===== src/rtl/puf_challenge_ctrl_if.sv =====
// rtl/puf_challenge_ctrl_if.sv - host and PUF pin bundle for puf_challenge_ctrl
interface puf_challenge_ctrl_if #(
  parameter int N         = 128,
  parameter int RESP_BITS = 32
);
  // host request side
  logic                 start;
  logic                 seed_load;
  logic [N-1:0]         seed;
  logic                 busy;
  logic                 done;
  logic [RESP_BITS-1:0] response;

  // PUF pins
  logic [N-1:0]         puf_sel;
  logic                 puf_in;
  logic                 puf_reset;
  logic                 puf_out;

  // host / PUF model side
  modport master (
    output start, seed_load, seed, puf_out,
    input  busy, done, response, puf_sel, puf_in, puf_reset
  );

  // controller side
  modport slave (
    input  start, seed_load, seed, puf_out,
    output busy, done, response, puf_sel, puf_in, puf_reset
  );
endinterface


===== src/rtl/puf_challenge_ctrl.sv =====
// rtl/puf_challenge_ctrl.sv - arbiter PUF challenge generator and response collector
module puf_challenge_ctrl #(
  parameter int           N             = 128,
  parameter int           RESP_BITS     = 32,
  parameter int           SETTLE_CYCLES = 8,
  parameter logic [N-1:0] TAPS          = 128'hA000_0000_0000_0000_0000_0028_0000_0000
) (
  input  logic                clk,
  input  logic                reset,
  puf_challenge_ctrl_if.slave bus
);

  // phase counter must reach SETTLE_CYCLES+1 in FIRE
  localparam int PW = $clog2(SETTLE_CYCLES + 2);
  // bit counter must reach RESP_BITS
  localparam int BW = $clog2(RESP_BITS + 1);

  typedef enum logic [2:0] {
    IDLE,
    ARM,
    LOW,
    FIRE,
    SAMPLE,
    DONE
  } state_t;

  state_t               state;
  state_t               state_next;
  logic [PW-1:0]        phase_cnt;
  logic [BW-1:0]        bit_cnt;
  logic [N-1:0]         chal;
  logic [N-1:0]         seed_fix;
  logic [RESP_BITS-1:0] response;
  logic                 sync_d;
  logic                 sync_q;
  logic                 low_last;
  logic                 fire_last;
  logic                 bit_last;

  // an all-zero seed would lock the LFSR, so it is replaced by 1
  assign seed_fix  = (bus.seed == '0) ? N'(1) : bus.seed;

  assign low_last  = (phase_cnt == PW'(SETTLE_CYCLES - 1));
  assign fire_last = (phase_cnt == PW'(SETTLE_CYCLES + 1));
  assign bit_last  = (bit_cnt == BW'(RESP_BITS - 1));

  // state register
  always_ff @(posedge clk or posedge reset) begin
    if (reset) begin
      state <= IDLE;
    end else begin
      state <= state_next;
    end
  end

  // next-state: fixed-length phases per response bit
  always_comb begin
    state_next = state;
    case (state)
      IDLE:    if (bus.start) state_next = ARM;
      ARM:     state_next = LOW;
      LOW:     if (low_last) state_next = FIRE;
      FIRE:    if (fire_last) state_next = SAMPLE;
      SAMPLE:  state_next = bit_last ? DONE : ARM;
      DONE:    state_next = IDLE;
      default: state_next = IDLE;
    endcase
  end

  // two-flop synchronizer for the asynchronous arbiter output
  always_ff @(posedge clk or posedge reset) begin
    if (reset) begin
      sync_d <= 1'b0;
      sync_q <= 1'b0;
    end else begin
      sync_d <= bus.puf_out;
      sync_q <= sync_d;
    end
  end

  // phase timer counts cycles spent in LOW and FIRE, cleared on every state change
  always_ff @(posedge clk or posedge reset) begin
    if (reset) begin
      phase_cnt <= '0;
    end else if ((state == LOW || state == FIRE) && state_next == state) begin
      phase_cnt <= phase_cnt + PW'(1);
    end else begin
      phase_cnt <= '0;
    end
  end

  // challenge LFSR, response shift register and bit counter
  always_ff @(posedge clk or posedge reset) begin
    if (reset) begin
      chal     <= N'(1);
      response <= '0;
      bit_cnt  <= '0;
    end else begin
      case (state)
        IDLE: begin
          // seed load takes effect before a same-cycle start is acted on
          if (bus.seed_load) chal <= seed_fix;
          if (bus.start) begin
            response <= '0;
            bit_cnt  <= '0;
          end
        end
        SAMPLE: begin
          // first collected bit ends up at the MSB
          response <= (response << 1) | RESP_BITS'(sync_q);
          // challenge only moves here, while puf_in is low
          chal     <= {chal[N-2:0], ^(chal & TAPS)};
          bit_cnt  <= bit_cnt + BW'(1);
        end
        default: ;
      endcase
    end
  end

  // all outputs come from registers or a decode of the state register
  assign bus.puf_sel   = chal;
  assign bus.puf_in    = (state == FIRE);
  assign bus.puf_reset = (state != LOW) && (state != FIRE);
  assign bus.busy      = (state != IDLE);
  assign bus.done      = (state == DONE);
  assign bus.response  = response;

endmodule


===== src/flat_wrapper.sv =====
// flat-port wrapper written by rule: the top's interface ports become plain ports
module puf_challenge_ctrl_flat 
#(
  parameter int           N             = 128,
  parameter int           RESP_BITS     = 32,
  parameter int           SETTLE_CYCLES = 8,
  parameter logic [N-1:0] TAPS          = 128'hA000_0000_0000_0000_0000_0028_0000_0000
)
  (clk, reset, bus_start, bus_seed_load, bus_seed, bus_puf_out, bus_busy, bus_done, bus_response, bus_puf_sel, bus_puf_in, bus_puf_reset);
  puf_challenge_ctrl_if #(.N(N), .RESP_BITS(RESP_BITS)) bus_i ();
  input  logic clk;
  input  logic reset;
  input wire logic [$bits(bus_i.start)-1:0] bus_start;
  input wire logic [$bits(bus_i.seed_load)-1:0] bus_seed_load;
  input wire logic [$bits(bus_i.seed)-1:0] bus_seed;
  input wire logic [$bits(bus_i.puf_out)-1:0] bus_puf_out;
  output wire logic [$bits(bus_i.busy)-1:0] bus_busy;
  output wire logic [$bits(bus_i.done)-1:0] bus_done;
  output wire logic [$bits(bus_i.response)-1:0] bus_response;
  output wire logic [$bits(bus_i.puf_sel)-1:0] bus_puf_sel;
  output wire logic [$bits(bus_i.puf_in)-1:0] bus_puf_in;
  output wire logic [$bits(bus_i.puf_reset)-1:0] bus_puf_reset;
  assign bus_i.start = bus_start;
  assign bus_i.seed_load = bus_seed_load;
  assign bus_i.seed = bus_seed;
  assign bus_i.puf_out = bus_puf_out;
  assign bus_busy = bus_i.busy;
  assign bus_done = bus_i.done;
  assign bus_response = bus_i.response;
  assign bus_puf_sel = bus_i.puf_sel;
  assign bus_puf_in = bus_i.puf_in;
  assign bus_puf_reset = bus_i.puf_reset;
  puf_challenge_ctrl #(.N(N), .RESP_BITS(RESP_BITS), .SETTLE_CYCLES(SETTLE_CYCLES), .TAPS(TAPS)) u_core (.clk(clk), .reset(reset), .bus(bus_i));
endmodule

===== config.mk =====
export PLATFORM = sky130hd
export DESIGN_NAME = puf_challenge_ctrl_flat
export DESIGN_NICKNAME = d
export VERILOG_FILES = /design/src/rtl/puf_challenge_ctrl_if.sv /design/src/rtl/puf_challenge_ctrl.sv /design/src/flat_wrapper.sv
export SDC_FILE = /design/constraint.sdc
export NUM_CORES = 1
export LEC_CHECK = 0
export CORE_MARGIN = 2
export CORE_UTILIZATION = 30
export DETAILED_ROUTE_END_ITERATION = 12
export GPL_ROUTABILITY_DRIVEN = 0
export PLACE_DENSITY_LB_ADDON = 0.2
export SYNTH_ARGS = -nofsm -noshare
export SYNTH_HDL_FRONTEND = slang
export SYNTH_SLANG_ARGS = --single-unit

===== constraint.sdc =====
create_clock -name clk -period 10.4 [get_ports clk]
set_input_delay 2.6 -clock clk [delete_from_list [all_inputs] [get_ports clk]]
set_output_delay 2.6 -clock clk [all_outputs]
set_load 0.01 [all_outputs]

==> results.cfg <==
[status]
run_status = finished with violations
violations = DRC

[setup_path]
critPathLaunchType = input port
critPathArrivalTime_ns = 5.11
worst-endpoint-required_ns = 10.67
critPathKind = input port to register
cp_max_fo = 116
setup.worst_path.end_class = register
setup_slack_of_the_most_critical_reg_to_reg_path_ns = 7.54

[sta]
setup-tns-final_ns = 0
slew_headroom = 0.236
grt_setup_unrepaired = no
min_period_ns = 4.84
final_hold_vios = 0
achievable-frequency_ghz = 0.206
report.final.setup_viol = 0
slew_violations = 0
clock-skew-final_ns = 0.0102
final_min_period_over_clock_period = 0.466
tightest_slew_ns = 1.14
setup_ws_ns = 5.56

[logic_synthesis]
synth.avg_cell_area_um2 = 10.8
synth.largest_area_cell = sky130_fd_sc_hd__dfrtp_1
cell_area_synth_um2 = 8010
total_nets_after_synthesis = 879
seq_area_frac_synth = 0.547
synth.lib_cells_used.distinct = 33
synthFlopType = sky130_fd_sc_hd__dfrtp_1
yosysMostFrequentCell = sky130_fd_sc_hd__dfrtp_1
synthArstFlopShare = 1.00
synthTopCellsByCount = sky130_fd_sc_hd__dfrtp_1 (174), sky130_fd_sc_hd__nand2_1 (135), sky130_fd_sc_hd__o21ai_0 (133)
synth_warnings = 0
synthesis.instances = 743
synth_edf_count = 0
synth_top_area_frac = 0.543
synth.top_cells.by_area = sky130_fd_sc_hd__dfrtp_1 (54%), sky130_fd_sc_hd__mux2i_1 (16%), sky130_fd_sc_hd__o21ai_0 (8.3%), sky130_fd_sc_hd__nand2_1 (6.3%), sky130_fd_sc_hd__a22o_1 (3.6%)
ys_ff_latch = 175

[layout]
areaGrowthSynthToFinish_pct = 46.9
final_net_count = 1149
layout_cells_sized_above_1 = 0.0458
final_design_area_no_fill_um2 = 11800
finish.utilization = 0.450
filler_cell_count = 2504

[clock_tree]
cts_root_buffer = sky130_fd_sc_hd__clkbuf_16
tritoncts = yes
ctsResizeCount = 0
clk_pin_slew_ns = 0.07
cts_sinks = 175
clock_tree.htree_level_count = 4
post_cts_buffers = 0
cts_inserted_buffers = 17
worstSkewPairLatency_ns = 0.43
ctsHoldBuffers = 0
cts_buffer_depth = 2

[power]
p_per_area_nw_per_um2 = 123
p_leak_nw = 5.37
max-vdd-ir-drop_uv = 103
totalPowerFinal_mw = 1.44

[floorplanning]
initial_core_util = 0.307
fp.dieArea_um2 = 28000
die_width_um = 167
ioPinCount = 297
fp.coreArea_um2 = 26100
rows = 59
die_height_um = 167

[drt]
drt.antenna.violating_nets = 0
routed_wire_length_per_instance_um = 17.8
detailroute.via_count = 6494
drt-initial-drc-count = 364
wirelength_um = 24300
avgViaCountPerCell = 4.77
drt_pre_antenna_iters = 9
route.detailed.drc = 14

[global_route]
number_of_antenna_violations_at_the_first_check_in_global_routing = 1
grt_pass1_wl_um = 38500
pin_count_of_the_biggest_net_entering_global_routing = 117
overflow = 0
grt_pass1_vias = 6630
globalRouteTotalUtil = 0.176

[placed_design]
preCtsSetupSlack_ns = 5.09
io_buffers = 296
post-dp-hpwl_um = 17700
postPlaceCellArea_um2 = 11100

[flow_run]
cap_viol_max_count = 0

[hold_path]
hold_class = register to register
[critical path, cell delays in order]
cell                              delay (ns)
sky130_fd_sc_hd__clkdlybuf4s50_1        0.44
sky130_fd_sc_hd__o21ai_4                0.88
sky130_fd_sc_hd__buf_4                  0.90
sky130_fd_sc_hd__o21ai_0                0.23
[cell type report]
cell class / count / area [um2] / share of cell area
Sequential cell: 175 / 4380 / 0.372
Antenna cell: 1 / 2.50 / 0.000213
Inverter: 5 / 23.8 / 0.00202
Multi-Input combinational cell: 512 / 3310 / 0.282
Tap cell: 335 / 419 / 0.0356
Clock buffer: 17 / 425 / 0.0361
Timing Repair Buffer: 302 / 3010 / 0.256
Clock inverter: 15 / 195 / 0.0166
[cells in the final DEF, fill, tap and decap left out, drive strengths merged, types with 2 or more instances in the layout]
cell type      instances
or3                    2
a31oi                  2
nand3                  3
nand4                  9
xor2                   4
clkbuf                17
nor4                  34
nor2                  11
a22o                  33
o21ai                137
buf                    6
dfrtp                174
clkinv                 5
inv                   12
nand2                136
mux2i                127
ha                     3
clkdlybuf4s50        296
bufinv                 2
xnor2                  2
[through the flow]
| stage | hold slack (ns) | cells |
|---|---|---|
| floorplan | 0.331 | 743 |
| global route | 0.385 | 1362 |
| global placement | 0.338 | 1329 |
| detailed placement | 0.340 | 1329 |
| CTS | 0.366 | 1361 |
| finish | 0.364 | 1362 |
[state kept, by name, summed over array words and instances, names as in the netlist]
register and flops:
u_core.bus.puf_sel 128, u_core.bus.response 32, u_core.bit_cnt 6, u_core.phase_cnt 4, u_core.state 3, u_core.sync_d 1, u_core.sync_q 1
[report_power, final]
part / switching (mW) / leakage [nW] / internal, mW / total (mW)
logic: 0.0377 / 2.69 / 0.0548 / 0.0925
clock network: 0.303 / 0.300 / 0.367 / 0.671
registers: 0.000473 / 2.39 / 0.681 / 0.681
[logic make-up after synthesis]
kind of cell,after synthesis,synth area share
buffers and inverters,56,0.0431
xor gates and xnor gates,6,0.00656
DFF,175,0.547
AOI/OAI and AO/OA,178,0.131
adders and majority gates,3,0.00468
and+or+nand+nor,198,0.109
muxes,127,0.159
[worst paths after layout]
check | cells after the start | startpoint | endpoint
worst max-delay path | 4 | bus_seed_load | u_core.bus.puf_sel[8]
worst min-delay path | 0 | u_core.sync_d | u_core.sync_q
worst max register to register | 3 | u_core.state[2] | u_core.bus.puf_sel[8]
worst min register to register | 0 | u_core.sync_d | u_core.sync_q
max in group asynchronous | 4 | reset | u_core.bus.puf_sel[7]
min in group asynchronous | 2 | reset | u_core.bus.puf_sel[98]
[per-layer routing]
layer	vias up	global-route usage	share of wire
met2	164	0.280	0.48
met4	0	0.0454	0.011
met5	-	0	0
li1	3220	-	-
met3	12	0.0482	0.055
met1	3098	0.237	0.46
Power figures use the tool's default switching activity.
